## src/rtl/chirp_burst_gen.sv

```systemverilog
// rtl/chirp_burst_gen.sv - burst chirp square-wave generator with free-running DA clock and sample codes
// Optional feature macro: CHIRP_TRIANGLE_EN (triangle half-period sweep inside each burst)
module chirp_burst_gen #(
  parameter int                DATA_W        = 14,
  parameter int                CNT_W         = 16,
  parameter int                DIV_START     = 5400,
  parameter int                DIV_STOP      = 54,
  parameter int                DIV_STEP      = 1,
  parameter int                BURST_HALFCYC = 1000,
  parameter int                GAP_CYC       = 65535,
  parameter int                DA_HALF_DIV   = 3,
  parameter logic [DATA_W-1:0] HI_CODE       = 14'h3FFF,
  parameter logic [DATA_W-1:0] LO_CODE       = 14'h0000,
  parameter logic [DATA_W-1:0] MID_CODE      = 14'h2000
) (
  input  logic              Sys_Clock,
  input  logic              nReset,
  input  logic              run,
  output logic              sq_out,
  output logic              burst_active,
  output logic              burst_done,
  output logic [CNT_W-1:0]  cur_div,
  output logic              DA_Clock,
  output logic [DATA_W-1:0] DA_Data
);

  localparam logic [1:0] S_IDLE  = 2'd0;
  localparam logic [1:0] S_BURST = 2'd1;
  localparam logic [1:0] S_GAP   = 2'd2;

  localparam logic [CNT_W-1:0] START_C     = CNT_W'(DIV_START);
  localparam logic [CNT_W-1:0] STOP_C      = CNT_W'(DIV_STOP);
  localparam logic [CNT_W-1:0] STEP_C      = CNT_W'(DIV_STEP);
  localparam logic [CNT_W-1:0] LAST_HALF_C = CNT_W'(BURST_HALFCYC - 1);
  localparam logic [CNT_W-1:0] GAP_LAST_C  = CNT_W'(GAP_CYC - 1);
  localparam logic [CNT_W-1:0] DA_LAST_C   = CNT_W'(DA_HALF_DIV - 1);

  logic [1:0]       state;
  logic [CNT_W-1:0] half_cnt;
  logic [CNT_W-1:0] burst_cnt;
  logic [CNT_W-1:0] gap_cnt;
  logic [CNT_W-1:0] da_cnt;
  logic [CNT_W-1:0] div_dn;
  logic [CNT_W-1:0] div_next;
  logic             toggle;
  logic             last_toggle;
  logic             gap_done;
  logic             burst_start;
  logic             da_fall;

  assign burst_active = (state == S_BURST);
  assign toggle       = (state == S_BURST) && (half_cnt == {{(CNT_W-1){1'b0}}, 1'b1});
  assign last_toggle  = toggle && (burst_cnt == LAST_HALF_C);
  assign gap_done     = (state == S_GAP) && run && (gap_cnt == GAP_LAST_C);
  assign burst_start  = ((state == S_IDLE) && run) || gap_done;

  // Downward step saturating at DIV_STOP; compared in CNT_W+1 bits so a large step cannot wrap
  always_comb begin
    div_dn = STOP_C;
    if ({1'b0, cur_div} >= ({1'b0, STOP_C} + {1'b0, STEP_C})) begin
      div_dn = cur_div - STEP_C;
    end
  end

`ifdef CHIRP_TRIANGLE_EN
  logic             sweep_up;
  logic [CNT_W-1:0] div_up;

  // Upward step saturating at DIV_START
  always_comb begin
    div_up = START_C;
    if (({1'b0, cur_div} + {1'b0, STEP_C}) <= {1'b0, START_C}) begin
      div_up = cur_div + STEP_C;
    end
  end

  assign div_next = sweep_up ? div_up : div_dn;

  // Sweep direction: starts downward each burst, flips when either end of the range is reached
  always_ff @(posedge Sys_Clock or negedge nReset) begin
    if (!nReset) begin
      sweep_up <= 1'b0;
    end else if (burst_start) begin
      sweep_up <= 1'b0;
    end else if (toggle) begin
      if (!sweep_up && (div_dn == STOP_C)) begin
        sweep_up <= 1'b1;
      end else if (sweep_up && (div_up == START_C)) begin
        sweep_up <= 1'b0;
      end
    end
  end
`else
  assign div_next = div_dn;
`endif

  // Burst FSM: half-period counting, sweep update, burst/gap sequencing
  always_ff @(posedge Sys_Clock or negedge nReset) begin
    if (!nReset) begin
      state      <= S_IDLE;
      sq_out     <= 1'b0;
      burst_done <= 1'b0;
      cur_div    <= START_C;
      half_cnt   <= '0;
      burst_cnt  <= '0;
      gap_cnt    <= '0;
    end else begin
      burst_done <= 1'b0;
      if (burst_start) begin
        state     <= S_BURST;
        sq_out    <= 1'b1;
        cur_div   <= START_C;
        half_cnt  <= START_C;
        burst_cnt <= '0;
      end else begin
        case (state)
          S_BURST: begin
            if (toggle) begin
              burst_cnt <= burst_cnt + 1'b1;
              cur_div   <= div_next;
              half_cnt  <= div_next;
              if (last_toggle) begin
                // Final half ends low; run is only consulted here so a burst is never cut short
                burst_done <= 1'b1;
                sq_out     <= 1'b0;
                gap_cnt    <= '0;
                state      <= run ? S_GAP : S_IDLE;
              end else begin
                sq_out <= ~sq_out;
              end
            end else begin
              half_cnt <= half_cnt - 1'b1;
            end
          end
          S_GAP: begin
            if (!run) begin
              state <= S_IDLE;
            end else begin
              gap_cnt <= gap_cnt + 1'b1;
            end
          end
          default: begin
            state <= S_IDLE;
          end
        endcase
      end
    end
  end

  assign da_fall = (da_cnt == DA_LAST_C) && DA_Clock;

  // Free-running DA clock divider, toggles every DA_HALF_DIV system clocks
  always_ff @(posedge Sys_Clock or negedge nReset) begin
    if (!nReset) begin
      da_cnt   <= '0;
      DA_Clock <= 1'b1;
    end else if (da_cnt == DA_LAST_C) begin
      da_cnt   <= '0;
      DA_Clock <= ~DA_Clock;
    end else begin
      da_cnt <= da_cnt + 1'b1;
    end
  end

  // DA sample register, updated on the DA falling edge so it is settled at the next rising edge
  always_ff @(posedge Sys_Clock or negedge nReset) begin
    if (!nReset) begin
      DA_Data <= MID_CODE;
    end else if (da_fall) begin
      if (state == S_BURST) begin
        DA_Data <= sq_out ? HI_CODE : LO_CODE;
      end else begin
        DA_Data <= MID_CODE;
      end
    end
  end

endmodule

```

## config.mk

```make
export PLATFORM = sky130hd
export DESIGN_NAME = chirp_burst_gen
export DESIGN_NICKNAME = d
export VERILOG_FILES = /design/src/rtl/chirp_burst_gen.sv
export SDC_FILE = /design/constraint.sdc
export NUM_CORES = 1
export LEC_CHECK = 0
export ABC_CLOCK_PERIOD_IN_PS = 6200
export CAP_MARGIN = 10
export CORE_ASPECT_RATIO = 0.75
export CORE_MARGIN = 3
export CORE_UTILIZATION = 40
export CTS_CLUSTER_DIAMETER = 100
export DETAILED_ROUTE_END_ITERATION = 10
export PLACE_DENSITY = 0.67
export SYNTH_ARGS = -nofsm -noshare
export SYNTH_HDL_FRONTEND = slang
export SYNTH_SLANG_ARGS = --single-unit
export TNS_END_PERCENT = 100
```

## constraint.sdc

```tcl
create_clock -name Sys_Clock -period 6.2 [get_ports Sys_Clock]
set_clock_uncertainty 0.2 [all_clocks]
set_input_delay 0.93 -clock Sys_Clock [delete_from_list [all_inputs] [get_ports Sys_Clock]]
set_output_delay 0.93 -clock Sys_Clock [all_outputs]
set_load 0.05 [all_outputs]
```

# == Yosys cells after proc, flatten, opt, wreduce, memory -nomap -nowiden ==
# Index checks and enable logic that the tools add are counted.
# totals
regBits,99
input_bits,3
output_inout_bits,34
elab_cells,76
# classes
add_sub_neg,5
order_cmp,1
n_eq_ne,12
mux,31
bitwise_logic,3
reduce_logical,14
# op_table
cell,n
$mux 16,14
$add 16x1->16 const B,3
$pmux 16 s2,1
$sub 16x1->16 const B,2
$mux 14,2
$eq 16x1->1 const B,1
$eq 16x10->1 const B,1
$eq 16x16->1 const B,1
$eq 16x2->1 const B,1
$ge 16x6->1 const B,1
$mux 2,5
$mux 1,8
$logic_and 1x1->1,6
$ne 3x1->1 const B,2
$reduce_bool 2->1,3
$reduce_and 5->1,1
$ne 2x1->1 const B,2
$pmux 2 s2,1
$ne 3x3->1 const B,1
$not 1->1,3
$reduce_and 3->1,1
$eq 2x1->1 const B,1
$eq 2x2->1 const B,1
$logic_not 2->1,1
3 further kinds,3

# == Depth between registers and ports, before layout ==
# logic_depth
ltp_word,7
ltp_mapped,10
ltp_nobuf,8

# == Least setup slack after synthesis ==
# No wires, ideal clock.
# synth_timing
kind,reg2reg
start,register cur_div[0]
end,register half_cnt[10]
setup_ns,0.129
arrival_ns,2.544
t_required_ns,5.871
path_slack_ns,3.328
path_stages_with_launch,10
n_path_buf,1
period_less_slack_ns,2.872
path_cell_list,dfrtp_1 > inv_1 > ha_1 > clkbuf_1 > or3b_2 > or4_4 > xnor2_1 > a31oi_1 > a21oi_1 > a2bb2oi_1
# synth_between
elab_chain_len,5
elab_cells_between_ends,6
classes_between,1 x add/sub; 1 x order compare; 4 x mux
# synth_lines
element,line,source
from (decl),22,"output logic [CNT_W-1:0] cur_div,"
from (signal assigned),120,cur_div <= div_next;
$sub 16x1->16 / $ge 16x6->1 (equally long branches),"61, 60",
$mux 16 (*),60,"if ({1'b0, cur_div} >= ({1'b0, STOP_C} + {1'b0, STEP_C})) begin"
$mux 16 (*),118,if (toggle) begin
$mux 16 (*),116,case (state)
$mux 16 (*),109,if (burst_start) begin
to (signal assigned),121,half_cnt <= div_next;
to (signal assigned),132,half_cnt <= half_cnt - 1'b1;
to (decl),39,logic [CNT_W-1:0] half_cnt;
# Every way passes the cells marked *; elsewhere a longest branch is shown, timed or not. The select of a mux whose other input is x is not followed.
# A chain may end at the register's enable or synchronous reset.

# == Worst setup path in the final report ==
# layout_timing
start,register state[1]
end,output port burst_active
# layout_between
elab_chain_len,1
# layout_lines
element,line,source
from (decl),38,logic [1:0] state;
from (signal assigned),127,state <= run ? S_GAP : S_IDLE;
$eq 2x1->1,51,assign burst_active = (state == S_BURST);
to (decl),20,"output logic burst_active,"
# Every way passes these cells.

==> summary.txt <==
Setup path
  • Worst endpoint required time: 5.07 ns
  • Critical register-to-register path endpoint: cur_div[10]
  • Worst Path Class, Setup: reg -> out
  • Endpoint arrival time on the critical path: 2.90 ns
  • R2R setup slack: 2.57 ns
  • Startpoint Class: flop
  • Max Fanout on Critical Path: 27
  • Startpoint of the worst setup timing path: state[1]
  • Endpoint of the most critical setup path: burst_active
  • Startpoint of the lowest-slack register-to-register path: state[1]
  • Worst Reg-to-Reg Cells: 6
  • Crit. End Element: primary output

Die
  • Placeable core region: 0.0120 sq mm
  • Die H: 103 microns
  • Die ar.: 0.0140 sq mm
  • Initial core utilization: 42.3%
  • Die width: 136 microns
  • IO Count: 37
  • Placement row count: 34

Run
  • # Max-Cap Violations: 0

Synth
  • Syn_nets: 588
  • Most common flop cell mapped by yosys: dfrtp_1
  • Cell Area, Synth: 0.00505 sq mm
  • Post-synth top area cell: dfrtp_1
  • Most instantiated library cell after synthesis: dfrtp_1
  • Mean cell area of the mapped netlist: 8.78 sq um
  • Distinct cell type count after synthesis: 60
  • Biggest area contributors in the synthesized netlist: dfrtp_1 (40%), xnor2_1 (4.5%), nor2_1 (4.5%)
  • Portion of the post-synthesis area used by sequential elements: 43.2%
  • Yosys top cell area share: 39.6%
  • Post-Synthesis Cells: 576
  • Count of flip-flops with a built-in enable after synthesis: 0
  • Async set-reset flop share out of synthesis: 100%
  • Seq cells post-synth: 87
  • Most frequent cells after synthesis: dfrtp_1 (80), nor2_1 (60), nand2_1 (57)
  • Yosys warning count: 0

Placement
  • Final weighted congestion in routability-driven placement: 0.934
  • Final HPWL from detailed placement: 8400 microns
  • IO buf count: 36
  • Pre-CTS worst setup slack: 2.55 ns

Worst hold path
  • Worst hold path stage count: 1
  • Type of the tightest min-delay check: reg -> reg

Timing
  • Post-Route Setup TNS: 0 ns
  • Final period util: 65.1%
  • Endpoints failing setup: 0
  • Min Clock Period, post-route: 4.03 ns
  • Min Hold Slack: 0.283 ns
  • Final Hold Fails: 0
  • Slew Limit Headroom: 32.3%
  • Measured slew at the worst slew-check pin: 1.01 ns
  • Final max-slew violation count: 0
  • Maximum clock frequency: 248 MHz
  • Final critical-path setup slack: 2.17 ns
  • RSZ-0062 raised after global routing: no

Detailed routing
  • DR vias: 4357
  • Number of violations reported at the end of detailed-routing iteration 0: 276
  • Pre-Repair DR Iteration Count: 5
  • Remaining antenna violation count after routing: 0
  • Routed wire length: 12100 microns
  • Wire length per cell after detailed routing: 16.0 microns
  • DRC violation count after routing: 0
  • Ratio of routed vias to standard cells: 5.75

Global route
  • Final global-route overflow total: 0
  • Wire length of the first global-routing pass: 20200 microns
  • Vias in the first global route: 3894
  • Antenna violations before repair: 0
  • Largest net degree at the start of global routing: 51
  • Tot GR Track Use: 17.8%

Clocking
  • Number of setup buffers added after CTS: 0
  • TritonCTS clock tree: yes
  • Clock transition at path regs: 0.07 ns
  • Clk Tree Root Cell: clkbuf_16
  • Number of hold buffers added after cts: 0
  • Sink count of the clock tree: 87
  • Clock latency at the later pin of the worst-skew pair: 0.33 ns
  • Count of instances resized after the clock tree is built: 0
  • Number of levels the H-tree was split into: 3
  • Maximum count of clock buffers along a single path: 2
  • CTS Buf Count: 9

Power
  • Power Density: 197 mW/mm^2
  • Standby leakage power: 2.29 nW
  • Maximum ir drop on the vdd rail: 0.157 mV

Final layout
  • Layout-stage area growth over the synthesis result: 13.7%
  • Fraction of final layout cells sized beyond drive strength 1: 8.05%
  • Layout Nets: 603
  • Diode count: 0

Status
  • Run status: complete, no violations
## cells in the final DEF (no fill, tap or decap), types with 3 or more instances in the layout
cell type	n
a211oi_1	3
nor4_1	15
nor3_1	25
ha_1	9
a31oi_1	7
o21a_1	4
or4_1	5
and2_1	5
o31ai_1	6
or4_4	3
or3_1	17
xnor2_1	26
buf_4	3
or2_2	4
clkdlybuf4s50_1	35
and3_1	10
and4_1	3
dfstp_2	7
a221o_1	3
a21oi_1	39
nand4_1	13
inv_1	14
dfrtp_1	80
nor2_1	60
nand2_1	57
o21ai_0	37
xor2_1	15
clkinv_4	3
nor2b_1	5
nand3_1	32
clkbuf_16	9
## critical path, stage by stage (launching register included)
cell	delay, ns
dfrtp_1	0.43
inv_1	0.09
nand2_1	0.36
clkinv_1	0.76
clkdlybuf4s50_1	0.92
## how the worst min path moves through the flow
stage                from    endpoint  slack [ns]
2_1_floorplan  da_cnt[15]  da_cnt[15]        0.25
4_1_cts        da_cnt[15]  da_cnt[15]        0.28
5_1_grt        da_cnt[15]  da_cnt[15]        0.29
3_3_place_gp   da_cnt[15]  da_cnt[15]        0.26
6_report       da_cnt[15]  da_cnt[15]        0.28
3_5_place_dp   da_cnt[15]  da_cnt[15]        0.27
## metrics by stage
step	util [%]	power [W]	area (sq um)	std cells
floorplan	-	0.000579	5050	576
global placement	45.5	0.000592	5440	742
detailed placement	45.5	0.000593	5440	742
CTS	48.1	0.00114	5750	758
global route	48.1	0.00117	5750	758
finish	48.1	0.00113	5750	758
## routing by layer
layer,global-route usage (%),up-vias,routed length (microns)
li1,-,2086,-
met1,26.8,2142,6000
met2,26.9,123,5360
met3,3.53,6,700
met4,3.80,0,59
met5,0,-,0
## layout make-up
type | count | area (sq um)
clock inverter | 7 | 78.8
multi-input combinational | 440 | 2630
fill | 1133 | 6210
sequential | 87 | 2190
clock buffer | 9 | 225
tap | 162 | 203
timing repair buffer | 38 | 373
inverter | 15 | 56.3
## cells by family (layout without fill, tap and decap cells)
logic type                 count (synthesis)  after routing  share of synthesized area, %
AOI/OAI and AO/OA                        112            112                          12.9
xor gates and xnor gates                  41             41                          7.10
adders and majority gates                  9              9                          2.23
buffers and inverters                     49             69                          4.83
DFF                                       87             87                          43.2
muxes                                      4              4                         0.842
and+or+nand+nor                          274            274                          28.8
## flip-flops by register name, summed over array words and instances, names as in the netlist
signal and flops:
burst_done 1, DA_Data 2, sq_out 1, da_cnt 16, state 2, DA_Clock 1
burst_cnt 16, cur_div 16, gap_cnt 16, half_cnt 16
## where the power goes
| part | switching [W] | internal [W] |
|---|---|---|
| Sequential | 0 | 0.000568 |
| Combinational | 0.0000115 | 0.00000178 |
| Clock | 0.000235 | 0.000317 |
| Total | 0.000246 | 0.000886 |
No activity file was read; power rests on OpenSTA's default activity.
